$ cat config.mk
export PLATFORM = sky130hd
export DESIGN_NAME = color_button_encoder
export DESIGN_NICKNAME = d
export VERILOG_FILES = /design/src/rtl/color_button_encoder.sv
export SDC_FILE = /design/constraint.sdc
export NUM_CORES = 1
export LEC_CHECK = 0
export CAP_MARGIN = 5
export CORE_ASPECT_RATIO = 0.7
export CORE_MARGIN = 1
export CORE_UTILIZATION = 63
export CTS_CLUSTER_DIAMETER = 30
export DETAILED_ROUTE_END_ITERATION = 7
export PLACE_DENSITY = 0.95
export SYNTH_ARGS = -nofsm -noshare
export SYNTH_HDL_FRONTEND = slang
export SYNTH_SLANG_ARGS = --single-unit
$ cat constraint.sdc
create_clock -name clk -period 5.4 [get_ports clk]
set_input_delay 0.54 -clock clk [delete_from_list [all_inputs] [get_ports clk]]
set_output_delay 0.54 -clock clk [all_outputs]
set_load 0.03 [all_outputs]
$ cat src/rtl/color_button_encoder.sv
// Simon game button front end: synchronise, debounce and encode one colour press.
// Emits a single color_valid pulse per accepted press and multi_err for chords.
module color_button_encoder #(
    parameter int unsigned DEBOUNCE_CYCLES = 800000,
    parameter bit          BTN_ACTIVE_LOW  = 1'b1
) (
    input  logic       clk,
    input  logic       reset,
    input  logic       enable,
    input  logic [3:0] btn,
    output logic [2:0] color,
    output logic       color_valid,
    output logic       multi_err,
    output logic       busy
);

    localparam int unsigned      CNT_W        = $clog2(DEBOUNCE_CYCLES + 1);
    localparam logic [CNT_W-1:0] CNT_LAST     = CNT_W'(DEBOUNCE_CYCLES - 1);
    localparam logic [2:0]       COLOR_NULL   = 3'b100;
    localparam logic [3:0]       RELEASED_RAW = {4{BTN_ACTIVE_LOW}};

    localparam logic [1:0] ST_IDLE     = 2'd0;
    localparam logic [1:0] ST_DEBOUNCE = 2'd1;
    localparam logic [1:0] ST_PRESSED  = 2'd2;
    localparam logic [1:0] ST_RELEASE  = 2'd3;

    logic [3:0]       sync1_q, sync2_q;
    logic [3:0]       s;
    logic [1:0]       state_q, state_d;
    logic [CNT_W-1:0] cnt_q, cnt_d;
    logic [3:0]       cand_q, cand_d;
    logic [2:0]       color_q, color_d;
    logic             valid_q, valid_d;
    logic             merr_q, merr_d;

    function automatic logic [2:0] encode(input logic [3:0] onehot);
        case (onehot)
            4'b0001: encode = 3'b000;
            4'b0010: encode = 3'b001;
            4'b0100: encode = 3'b010;
            4'b1000: encode = 3'b011;
            default: encode = COLOR_NULL;
        endcase
    endfunction

    // s is 1 for pressed regardless of board polarity
    assign s = BTN_ACTIVE_LOW ? ~sync2_q : sync2_q;

    always_comb begin
        state_d = state_q;
        cnt_d   = cnt_q;
        cand_d  = cand_q;
        color_d = color_q;
        valid_d = 1'b0;
        merr_d  = 1'b0;
        case (state_q)
            ST_IDLE: begin
                if (s != '0 && enable) begin
                    cand_d  = s;
                    cnt_d   = '0;
                    state_d = ST_DEBOUNCE;
                end
            end
            ST_DEBOUNCE: begin
                if (s != cand_q) begin
                    cnt_d   = '0;
                    state_d = ST_IDLE;
                end else if (cnt_q == CNT_LAST) begin
                    cnt_d = '0;
                    if ($onehot(cand_q)) begin
                        color_d = encode(cand_q);
                        valid_d = 1'b1;
                        state_d = ST_PRESSED;
                    end else begin
                        merr_d  = 1'b1;
                        state_d = ST_RELEASE;
                    end
                end else begin
                    cnt_d = cnt_q + CNT_W'(1);
                end
            end
            ST_PRESSED: begin
                if (s != cand_q) begin
                    color_d = COLOR_NULL;
                    cnt_d   = '0;
                    state_d = ST_RELEASE;
                end
            end
            ST_RELEASE: begin
                if (s != '0) begin
                    cnt_d = '0;
                end else if (cnt_q == CNT_LAST) begin
                    cnt_d   = '0;
                    state_d = ST_IDLE;
                end else begin
                    cnt_d = cnt_q + CNT_W'(1);
                end
            end
            default: begin
                cnt_d   = '0;
                color_d = COLOR_NULL;
                state_d = ST_IDLE;
            end
        endcase
    end

    always_ff @(posedge clk) begin
        if (reset) begin
            sync1_q <= RELEASED_RAW;
            sync2_q <= RELEASED_RAW;
            state_q <= ST_IDLE;
            cnt_q   <= '0;
            cand_q  <= '0;
            color_q <= COLOR_NULL;
            valid_q <= 1'b0;
            merr_q  <= 1'b0;
        end else begin
            sync1_q <= btn;
            sync2_q <= sync1_q;
            state_q <= state_d;
            cnt_q   <= cnt_d;
            cand_q  <= cand_d;
            color_q <= color_d;
            valid_q <= valid_d;
            merr_q  <= merr_d;
        end
    end

    assign color       = color_q;
    assign color_valid = valid_q;
    assign multi_err   = merr_q;
    assign busy        = (state_q != ST_IDLE);

endmodule

### Word-level counts from Yosys, hierarchy flattened

Cells that the tools add are included.

* register bits after elaboration: 39
* bits of input ports: 7
* output and inout port bits: 6
* logic and storage cells: 65

* $add $sub $neg: 4
* equality and inequality tests: 18
* muxes and demuxes: 22
* bitwise logic cells: 3
* reduce and logical (&&, ||, !) cells: 10

Operator list (count)
* two-way mux 20 bit: 5
* one-hot mux 20 bit (4 select lines): 1
* adder 20 x 1 -> 20 bit, second input constant: 1
* equality test 20 bit, second input constant: 1
* != test 2 bit, second input constant: 7
* two-way mux 2 bit: 6
* two-way mux 3 bit: 4
* one-hot mux 3 bit (4 select lines): 1
* AND reduction 5 bit: 2
* one-hot mux 2 bit (4 select lines): 1
* one-hot mux 3 bit (2 select lines): 1
* adder 1 x 1 -> 2 bit: 2
* equality test 2 bit, second input constant: 2
* equality test 4 x 1 -> 1 bit, second input constant: 1
* equality test 4 x 2 -> 1 bit, second input constant: 1
* equality test 4 x 3 -> 1 bit, second input constant: 1
* equality test 4 bit, second input constant: 1
* != test 4 bit: 1
* inverter 4 bit: 1
* AND reduction 2 bit: 2
* nonzero test 2 bit: 2
* nonzero test 4 bit: 1
* OR reduction 4 bit: 1
* adder 2 x 2 -> 3 bit: 1
* other kinds (7): 10

### Depth between registers and ports, before layout

Gate-level depths: netlist (run 1).

* depth in word-level cells: 7
* gate-level depth with buffers: 11
* gate-level depth less buffers: 10

### Least setup slack after synthesis (run 1)

OpenSTA, ideal clock, no wires.

* kind: reg2reg
* from: reg cand_q[0]
* to: reg color_q[0], in the netlist color[0]
* setup time: 114 ps
* arrival: 2064 ps
* required time: 5286 ps
* path slack: 3222 ps
* stages on the path, launching flop included: 11
* path buffers: 0
* period minus slack after synthesis: 2178 ps
* cells stage by stage: dfxtp_1 > inv_1 > fa_1 > inv_1 > ha_1 > ha_1 > nor2_1 > nand2_1 > nor2_1 > a21oi_1 > a21o_1

* cells in the longest elaborated chain, start to end: 6

Ends and longest elaborated chain
* start, declared: line 31 `logic [3:0] cand_q, cand_d;`
* start signal, assigned: line 122 `cand_q <= cand_d;`
* equality test 4 bit (tied with other cells): line 37 `case (onehot)`
* one-hot mux 3 bit (4 select lines): line 37
* two-way mux 3 bit: line 70 `if ($onehot(cand_q)) begin`
* two-way mux 3 bit: line 68 `end else if (cnt_q == CNT_LAST) begin`
* two-way mux 3 bit: line 65 `if (s != cand_q) begin`
* one-hot mux 3 bit (2 select lines): line 56 `case (state_q)`
* end signal, assigned: line 123 `color_q <= color_d;`
* end, declared: line 32 `logic [2:0] color_q, color_d;`

Parallel ways exist; a longest one is shown, timed or not. The select of a mux whose other input is x is not followed.
A chain may end at the register's enable or synchronous reset.

### Worst setup path in the final report (run 1)

* from: reg cnt_q[0]
* to: reg cnt_q[6]

* cells in the longest elaborated chain, start to end: 4

Ends and longest elaborated chain
* start, declared: line 30 `logic [CNT_W-1:0] cnt_q, cnt_d;`
* start signal, assigned: line 121 `cnt_q <= cnt_d;`
* adder 20 x 1 -> 20 bit or equality test 20 bit (tied branches)
* two-way mux 20 bit *: line 68, 92
* two-way mux 20 bit (on tied branches): line 90, 65
* one-hot mux 20 bit (4 select lines) *: line 56

Every way passes the cells marked *; elsewhere a longest branch is shown, timed or not.

==> summary.txt, run 1 <==
Final layout
  • Area of the multi-input gates: around 1200 µm²
  • Area grow syn2layout: 8.01%
  • Final design utilization: approximately three quarters
  • Ant. Diodes: 0
  • Register area: 781 µm²
  • Layout cells sized above 1: 11.0%
  • Post-route insts no fill: 302
  • Nets: 268
  • Fillers: about 240

Detailed routing
  • DRC: 0
  • Routed Antenna Nets: 0
  • 1st-pass router iterations: 4
  • Drt wl/cell: ~15 µm
  • 1st-iter DRT viols: 182
  • Vias per inst: 6.41
  • Final WL: 4.65 mm
  • Via count: 1,935

Global route
  • Pin count of the biggest net entering global routing: 32
  • First-pass GRT wire length: 7.47 mm
  • Gr usage total: between 20% and 30%
  • GRT overflow: 0
  • Vias in the first global route: 1,661
  • Initial antenna violation count: 0

Placed design
  • Cells after DPL: 294
  • Count of input and output buffers: 12
  • Worst slack, placed: 2.43 ns
  • Post-detail-place hpwl: about 3.2 mm
  • Routability cong.: 0.843

Yosys
  • Post-synth EDFFs: 0
  • Top FF cell, synth: dfxtp_1
  • Synth area leaders: dfxtp_1, a41oi_1, nand4_1, ha_1, or2_2
  • Synth top cells by count: dfxtp_1, nand4_1, nor2_1, inv_1, nand2_1
  • Yosys reg bits: 39
  • Synthesized area per cell: just under 9 µm²
  • Distinct cells, synth: between 40 and 50
  • Synth top area share: 35.9%
  • Mapped Nets: 264
  • Cell count after synthesis: 250
  • Syn. warnings: 0
  • Post-Syn Area: ~2200 µm²
  • Sequential share of the synthesized area: 35.9%
  • Yosys top cell by area: dfxtp_1
  • Async S/R FF share, synth: 0%
  • Top-count cell post-synth: dfxtp_1

Timing
  • Max Clock Skew: ~0.0047 ns
  • Fmax: ~370 MHz
  • Final worst path period share: 49.4%
  • Slew @ Worst Pin: approximately 0.96 ns
  • Setup_tns: 0 ns
  • Final hold violations: 0
  • Worst slew margin: 36.0%
  • Final min period: 2.67 ns
  • Final Max Slew Viols: 0
  • Setup violations, final: 0
  • Worst Slack Setup Final: 2.73 ns
  • RSZ-0062 raised after global routing: false

Floorplan
  • Initial Utilization: 67.6%
  • Chip Height: 51.1 µm
  • I/O pins: 13
  • Core ar.: 3210 µm²
  • FP Rows: 17
  • Die Width: 72.2 µm
  • Die area: 3690 µm²

Setup path
  • Worst flop-to-flop path endpoint: cnt_q[6]
  • CP peak stage delay: just under 0.8 ns
  • CP Depth: 6
  • Startpoint Class: flop
  • Setup CP Type: flop to flop
  • Worst reg-to-reg path cell count: 6
  • Crit path arrival time: 2.89 ns
  • CP max-delay cell: o21a_1
  • Crit path buf inv count: 0
  • Worst setup path startpoint: cnt_q[0]
  • Crit path cell chain: ha_1 -> nand4_1 -> or2_2 -> o21a_1 -> nand3_1 -> o211ai_1
  • CP endpoint: cnt_q[6]
  • Crit path capture type: flop
  • Crit path max-delay family: compound AO/OA/AOI/OAI gates
  • R2R Setup Slk: 2.73 ns
  • WP data required: 5.62 ns
  • CP Max Fanout: 28
  • Worst r2r src: cnt_q[0]

CTS
  • Sink Count: 39
  • H-tree depth: 2
  • Hold-fix buffers, CTS: 0
  • CTS max path bufs: 2
  • CTS root buffer: clkbuf_8
  • Post-CTS Setup Bufs: 0
  • Cts bufs inserted: 5
  • CTS tree: yes
  • PostCTS Resize Cnt: 0
  • Reg clk slew, reported paths: 0.08 ns
  • Clock Latency Late Sink: between 0.2 and 0.3 ns

Power and ir drop
  • PwrDens: around 260 nW/µm²
  • Maximum vdd drop: 0.185 mV
  • Total power: about 600 µW
  • Leakage: roughly 0.00073 µW

Flow run
  • Max Cap Viol: 0

Worst hold path
  • HP Class: flop to flop

Run status
  • Status: finished clean
per-stage QoR:
step / hold slack (ns) / area (µm²)
detailed placement: 0.398 / 2260
global route: 0.442 / 2350
floorplan: 0.389 / 2170
global placement: 0.392 / 2260
CTS: 0.416 / 2350
finish: 0.414 / 2350
routing by layer:
layer / part of all wire, % / GRT usage (%) / routed length, µm
met3: 6.8 / 4.93 / 316
met5: 0 / 0 / 0
met1: 47 / 37.9 / 2200
met4: 1.4 / 10.8 / 66
met2: 44 / 39.3 / 2070
how the worst min path moves through the flow:
stage	end	slack, ns	from	cells after the start
2_1_floorplan	sync2_q[0]	0.39	sync1_q[0]	1
3_3_place_gp	sync2_q[2]	0.39	sync1_q[2]	1
3_5_place_dp	sync2_q[3]	0.40	sync1_q[3]	1
4_1_cts	sync2_q[3]	0.42	sync1_q[3]	1
5_1_grt	sync2_q[2]	0.44	sync1_q[2]	1
6_report	sync2_q[3]	0.41	sync1_q[3]	1
cell families after synthesis:
logic type      Yosys count  share of synthesized area (%)
fa+ha+maj                 7                           4.38
simple gates            109                           29.3
compound gates           54                           19.1
xor+xnor                  8                           3.23
buf+inv                  30                           6.68
mux                       3                           1.38
flops                    39                           35.9
report_power, final:
part	internal, µW	switching, µW
Clock	88.4	106
Combinational	34.6	70.9
Sequential	294	8.87
sequential cells by signal, indices dropped and copies added (netlist names), named ones only:
name         count
multi_err        1
cnt_q           20
state_q          1
color            3
sync2_q          4
cand_q           4
sync1_q          4
color_valid      1
final cells by class:
type	instances	area share [%]
Clock buffer	5	2.93
Clock inverter	3	0.640
Inverter	15	2.40
Multi-Input combinational cell	181	53.1
Sequential cell	39	33.3
Tap cell	47	2.51
Timing Repair Buffer	12	5.12
cell usage in the layout (no fill, tap or decap), drive strengths merged, types with 2 or more instances in the layout:
master | Yosys | routed
nand2b | 2 | 2
a31oi | 9 | 9
a211oi | 6 | 6
nor4 | 5 | 5
xor2 | 3 | 3
or4 | 2 | 2
a41oi | 14 | 14
inv | 15 | 15
mux2i | 3 | 3
clkinv | 0 | 3
nor4b | 4 | 4
clkbuf | 8 | 5
nand4 | 17 | 17
nor3b | 2 | 2
clkdlybuf4s50 | 0 | 12
and4 | 2 | 2
nand2 | 16 | 16
dfxtp | 39 | 39
nor2 | 17 | 17
a21oi | 4 | 4
nor3 | 9 | 9
or3 | 5 | 5
o21ai | 8 | 8
or2 | 12 | 12
ha | 6 | 6
nand3 | 11 | 11
xnor2 | 5 | 5
nand4b | 2 | 2
o22ai | 5 | 5
o211ai | 3 | 3
worst reg2reg max path, cell delays in order (launching register included):
cell,delay [ns]
dfxtp_1,0.35
ha_1,0.25
nand4_1,0.24
or2_2,0.24
o21a_1,0.78
nand3_1,0.44
o211ai_1,0.29
Note: power is estimated with default switching activity, not from simulation.
==> run 2, diff against run 1 <==
- CORE_UTILIZATION: 63 -> 59
- PLACE_DENSITY: 0.95 -> 0.9
- clock period: 5.4 -> 2.7 ns (I/O delays scaled with it)
==> summary.txt, run 2 (synthesized netlist as in run 1, its figures left out) <==
Run status
  • Status: finished clean

Timing
  • Final hold violations: 0
  • Hold Worst Slack: ~0.41 ns
  • Final worst path period share: 90.8%
  • Final Max Slew Viols: 0
  • Fmax: 408 MHz
  • Setup violations, final: 0
  • Slew @ Worst Pin: 0.603 ns
  • Setup_tns: 0 ns
  • Worst slew margin: 59.7%
  • Final min period: roughly 2.5 ns
  • RSZ-0062 raised after global routing: false
  • Max Clock Skew: 0.00166 ns

Placed design
  • Post-detail-place hpwl: 3.15 mm
  • Count of input and output buffers: 12
  • Routability cong.: ~0.92
  • Cells after DPL: 303

Worst hold path
  • Hold Path Sink: sync2_q[3]
  • HP Class: flop to flop
  • Hold Crit Depth: 1
  • Hold path startpoint: sync1_q[3]

Power and ir drop
  • Leakage: roughly 0.00077 µW
  • Maximum vdd drop: 0.353 mV
  • PwrDens: about 540 nW/µm²

CTS
  • Reg clk slew, reported paths: ~0.08 ns
  • PostCTS Resize Cnt: 0
  • Hold-fix buffers, CTS: 0
  • Sink Count: 39
  • Clock Latency Late Sink: about 0.3 ns
  • H-tree depth: 2
  • CTS root buffer: clkbuf_8
  • Post-CTS Setup Bufs: 0
  • CTS tree: yes
  • Cts bufs inserted: 5
  • CTS max path bufs: 2

Global route
  • Gr usage total: around a quarter
  • Initial antenna violation count: 0
  • Pin count of the biggest net entering global routing: 28
  • GRT overflow: 0
  • Vias in the first global route: 1,519
  • First-pass GRT wire length: 7.45 mm

Detailed routing
  • Via count: 1,944
  • DRC: 0
  • 1st-iter DRT viols: 144
  • Final WL: 4.54 mm
  • Drt wl/cell: 14.6 µm
  • Routed Antenna Nets: 0
  • Vias per inst: 6.25
  • 1st-pass router iterations: 5

Setup path
  • WP data required: 2.88 ns
  • Crit path arrival time: ~2.6 ns
  • R2R Setup Slk: roughly 0.25 ns
  • Worst r2r src: cand_q[0]
  • Worst reg-to-reg path cell count: 9
  • Worst flop-to-flop path endpoint: color[2]
  • Crit path capture type: flop
  • Startpoint Class: flop
  • Setup CP Type: flop to flop
  • CP Max Fanout: 5

Floorplan
  • I/O pins: 13
  • Die area: 3930 µm²
  • FP Rows: 18
  • Core ar.: 3510 µm²
  • Die Width: 74.5 µm
  • Chip Height: 52.8 µm
  • Initial Utilization: 61.8%

Final layout
  • Fillers: ~300
  • Nets: 274
  • Post-route insts no fill: ~310
  • Layout cells sized above 1: a little over an eighth
  • Register area: 781 µm²
  • Largest Register: cnt_q
  • Max FFs per register: 20
  • Commonest non-fill, non-tap cell in the layout: dfxtp_1
  • Ant. Diodes: 0
  • Area grow syn2layout: 11.6%
  • Most frequent cells in the layout: dfxtp_1, nand4_1, nor2_1
  • Area of the multi-input gates: about 1200 µm²

Flow run
  • Max Cap Viol: 0
[run 2: through the flow]
stage | utilization, % | setup WS (ns) | total power [µW] | area (µm²)
after global routing | 69.0 | 0.00545 | 1380 | 2420
after floorplan | - | 0.522 | 796 | 2170
after CTS | 69.0 | 0.238 | 1320 | 2420
after global placement | 65.8 | 0.439 | 826 | 2310
after detailed placement | 65.8 | 0.334 | 833 | 2310
final | 69.0 | 0.248 | 1320 | 2420
[run 2: worst max path at each step]
stage / from / endpoint / slack, ns
after floorplan: cand_q[0] / color[0] / 0.52
after global placement: cand_q[0] / color[0] / 0.44
after detailed placement: cand_q[0] / color[2] / 0.33
after CTS: cand_q[0] / color[2] / 0.24
after global routing: cand_q[0] / color[2] / 0.005
final: cand_q[0] / color[2] / 0.25
[run 2: area by class of cell]
cell class,instances,area share [%]
Multi-Input combinational cell,181,51.4
Sequential cell,39,32.2
Timing Repair Buffer,18,6.81
Clock buffer,5,2.84
Tap cell,50,2.58
Inverter,15,2.32
Clock inverter,3,1.81
[run 2: report_power, final]
part | leakage (µW) | switching, µW | internal, µW
Clock | 0.0000581 | 222 | 275
Combinational | 0.000397 | 138 | 78.8
Sequential | 0.000317 | 16.5 | 588
Total | 0.000772 | 377 | 942
[run 2: per-layer routing]
| layer | routed length (µm) | track usage, % |
|---|---|---|
| met1 | 2150 | 39.5 |
| met2 | 1980 | 33.9 |
| met5 | 0 | 0 |
| met4 | 57 | 9.43 |
| met3 | 361 | 5.77 |
[run 2: critical path, cell delays in order (launching register included)]
cell and delay [ns]:
dfxtp_1 0.40, inv_1 0.11, fa_1 0.54, inv_1 0.04
ha_1 0.17, ha_1 0.27, nor2_1 0.14, nand2_1 0.14
nor4b_1 0.38, o21ai_0 0.13
==> run 3, diff against run 2 <==
- CORE_MARGIN: 1 -> 5
==> summary.txt, run 3 (synthesized netlist as in run 1, its figures left out) <==
Final layout
  • Largest Register: cnt_q
  • Commonest non-fill, non-tap cell in the layout: dfxtp_1
  • Max FFs per register: 20
  • Area grow syn2layout: 11.6%
  • Post-route insts no fill: 311
  • Most frequent cells in the layout: dfxtp_1, nand4_1, nor2_1
  • Ant. Diodes: 0
  • Final instance area: 2420 µm²
  • Register area: 781 µm²
  • Fillers: 281
  • Layout cells sized above 1: a little over an eighth
  • Nets: 274
  • Area of the multi-input gates: 1250 µm²

Timing
  • Setup violations, final: 0
  • Worst slew margin: 59.0%
  • RSZ-0062 raised after global routing: false
  • Final hold violations: 0
  • Fmax: 415 MHz
  • Setup_tns: 0 ns
  • Final Max Slew Viols: 0
  • Slew @ Worst Pin: 0.615 ns
  • Worst Slack Setup Final: 0.287 ns
  • Final min period: 2.41 ns
  • Final worst path period share: 89.4%
  • Max Clock Skew: 0.00740 ns

Setup path
  • Crit path buf inv count: 2
  • Crit path max-delay family: adder cells
  • CP max-delay cell: fa_1
  • WP data required: 2.87 ns
  • CP peak stage delay: 0.55 ns
  • Startpoint Class: flop
  • Setup CP Type: flop to flop
  • Crit path capture type: flop
  • Crit path arrival time: 2.58 ns
  • CP Max Fanout: 5
  • Crit path cell chain: inv_1 -> fa_1 -> inv_1 -> ha_1 -> ha_1 -> nor2_1 -> nand2_1 -> nor4b_1 -> o21ai_0

Worst hold path
  • HP Class: flop to flop

Placed design
  • Count of input and output buffers: 12
  • Post-DP Area: 2310 µm²
  • Worst slack, placed: between 0.3 and 0.4 ns
  • Post-detail-place hpwl: 3.45 mm
  • Routability cong.: around 0.89
  • Cells after DPL: 303

Global route
  • Met1 usage: between 30% and 40%
  • Global route hottest layer: met2
  • First-pass GRT wire length: about 8.5 mm
  • Grt met3 use: under 10%
  • GRT overflow: 0
  • Pin count of the biggest net entering global routing: 25
  • Gr usage total: roughly 22%
  • Initial antenna violation count: 0
  • GRT met2 Usage: 32.6%
  • Vias in the first global route: 1,874

CTS
  • Post-CTS Setup Bufs: 0
  • Reg clk slew, reported paths: ~0.08 ns
  • CTS tree: yes
  • Hold-fix buffers, CTS: 0
  • Clock Latency Late Sink: 0.30 ns
  • CTS root buffer: clkbuf_8
  • CTS max path bufs: 2
  • H-tree depth: 2
  • Cts bufs inserted: 5
  • PostCTS Resize Cnt: 0
  • Sink Count: 39

Power and ir drop
  • PwrDens: 547 nW/µm²
  • Total power: 1330 µW
  • Leakage: approximately 0.00077 µW
  • Maximum vdd drop: 0.413 mV

Detailed routing
  • Drt wl/cell: 15.6 µm
  • Vias per inst: about 6.4
  • Routed Antenna Nets: 0
  • DRC: 0
  • 1st-iter DRT viols: 208
  • 1st-pass router iterations: 4
  • Final WL: 4.86 mm
  • Via count: 1,987

Flow run
  • Max Cap Viol: 0

Floorplan
  • Chip Height: roughly 61 µm
  • Die Width: a little over 80 µm
  • I/O pins: 13
  • Core ar.: between 3000 and 4000 µm²
  • Initial Utilization: 61.4%
  • FP Rows: 18
  • Die area: ~5000 µm²

Run status
  • Status: finished clean
## run 3: cell counts in the layout (fill, tap and decap cells not counted)
Identical to the previous run, type by type.
## run 3: path summary, 6_finish.rpt
kind / start / endpoint / slack, ns / cells after the start
hold / removal: sync1_q[1] / sync2_q[1] / 0.41 / 1
setup / recovery: cand_q[0] / color[2] / 0.29 / 9
hold reg to reg: sync1_q[1] / sync2_q[1] / 0.41 / 1
setup reg to reg: cand_q[0] / color[2] / 0.29 / 9
## run 3: power breakdown
part	internal, µW	leakage, µW	switching [µW]
combinational	78.9	0.000397	146
clock	275	0.0000581	220
sequential	588	0.000317	17.4
total	942	0.000772	384
## run 3: worst reg2reg max path, stage by stage, from the launching register on
cell and delay, ns:
dfxtp_1 0.41, inv_1 0.12, fa_1 0.55, inv_1 0.04
ha_1 0.17, ha_1 0.27, nor2_1 0.14, nand2_1 0.15
nor4b_1 0.31, o21ai_0 0.10
## run 3: final cells by class
| cell class | instances | area share (%) |
|---|---|---|
| multi-input combinational | 181 | 51.4 |
| sequential | 39 | 32.2 |
| timing repair buffer | 18 | 6.81 |
| clock buffer | 5 | 2.84 |
| tap | 50 | 2.58 |
| inverter | 15 | 2.32 |
| clock inverter | 3 | 1.81 |
## run 3: through the flow
stage          hold WS (ns)  util [%]
6_report              0.412      68.5
5_1_grt               0.431      68.5
4_1_cts               0.412      68.5
3_5_place_dp          0.392      65.4
3_3_place_gp          0.392      65.4
2_1_floorplan         0.374         -
## run 3: layer usage
metal,part of all wire (%),up-vias
met3,8.0,11
met4,2.0,0
met5,0,-
met1,46,922
met2,44,88
li1,-,966
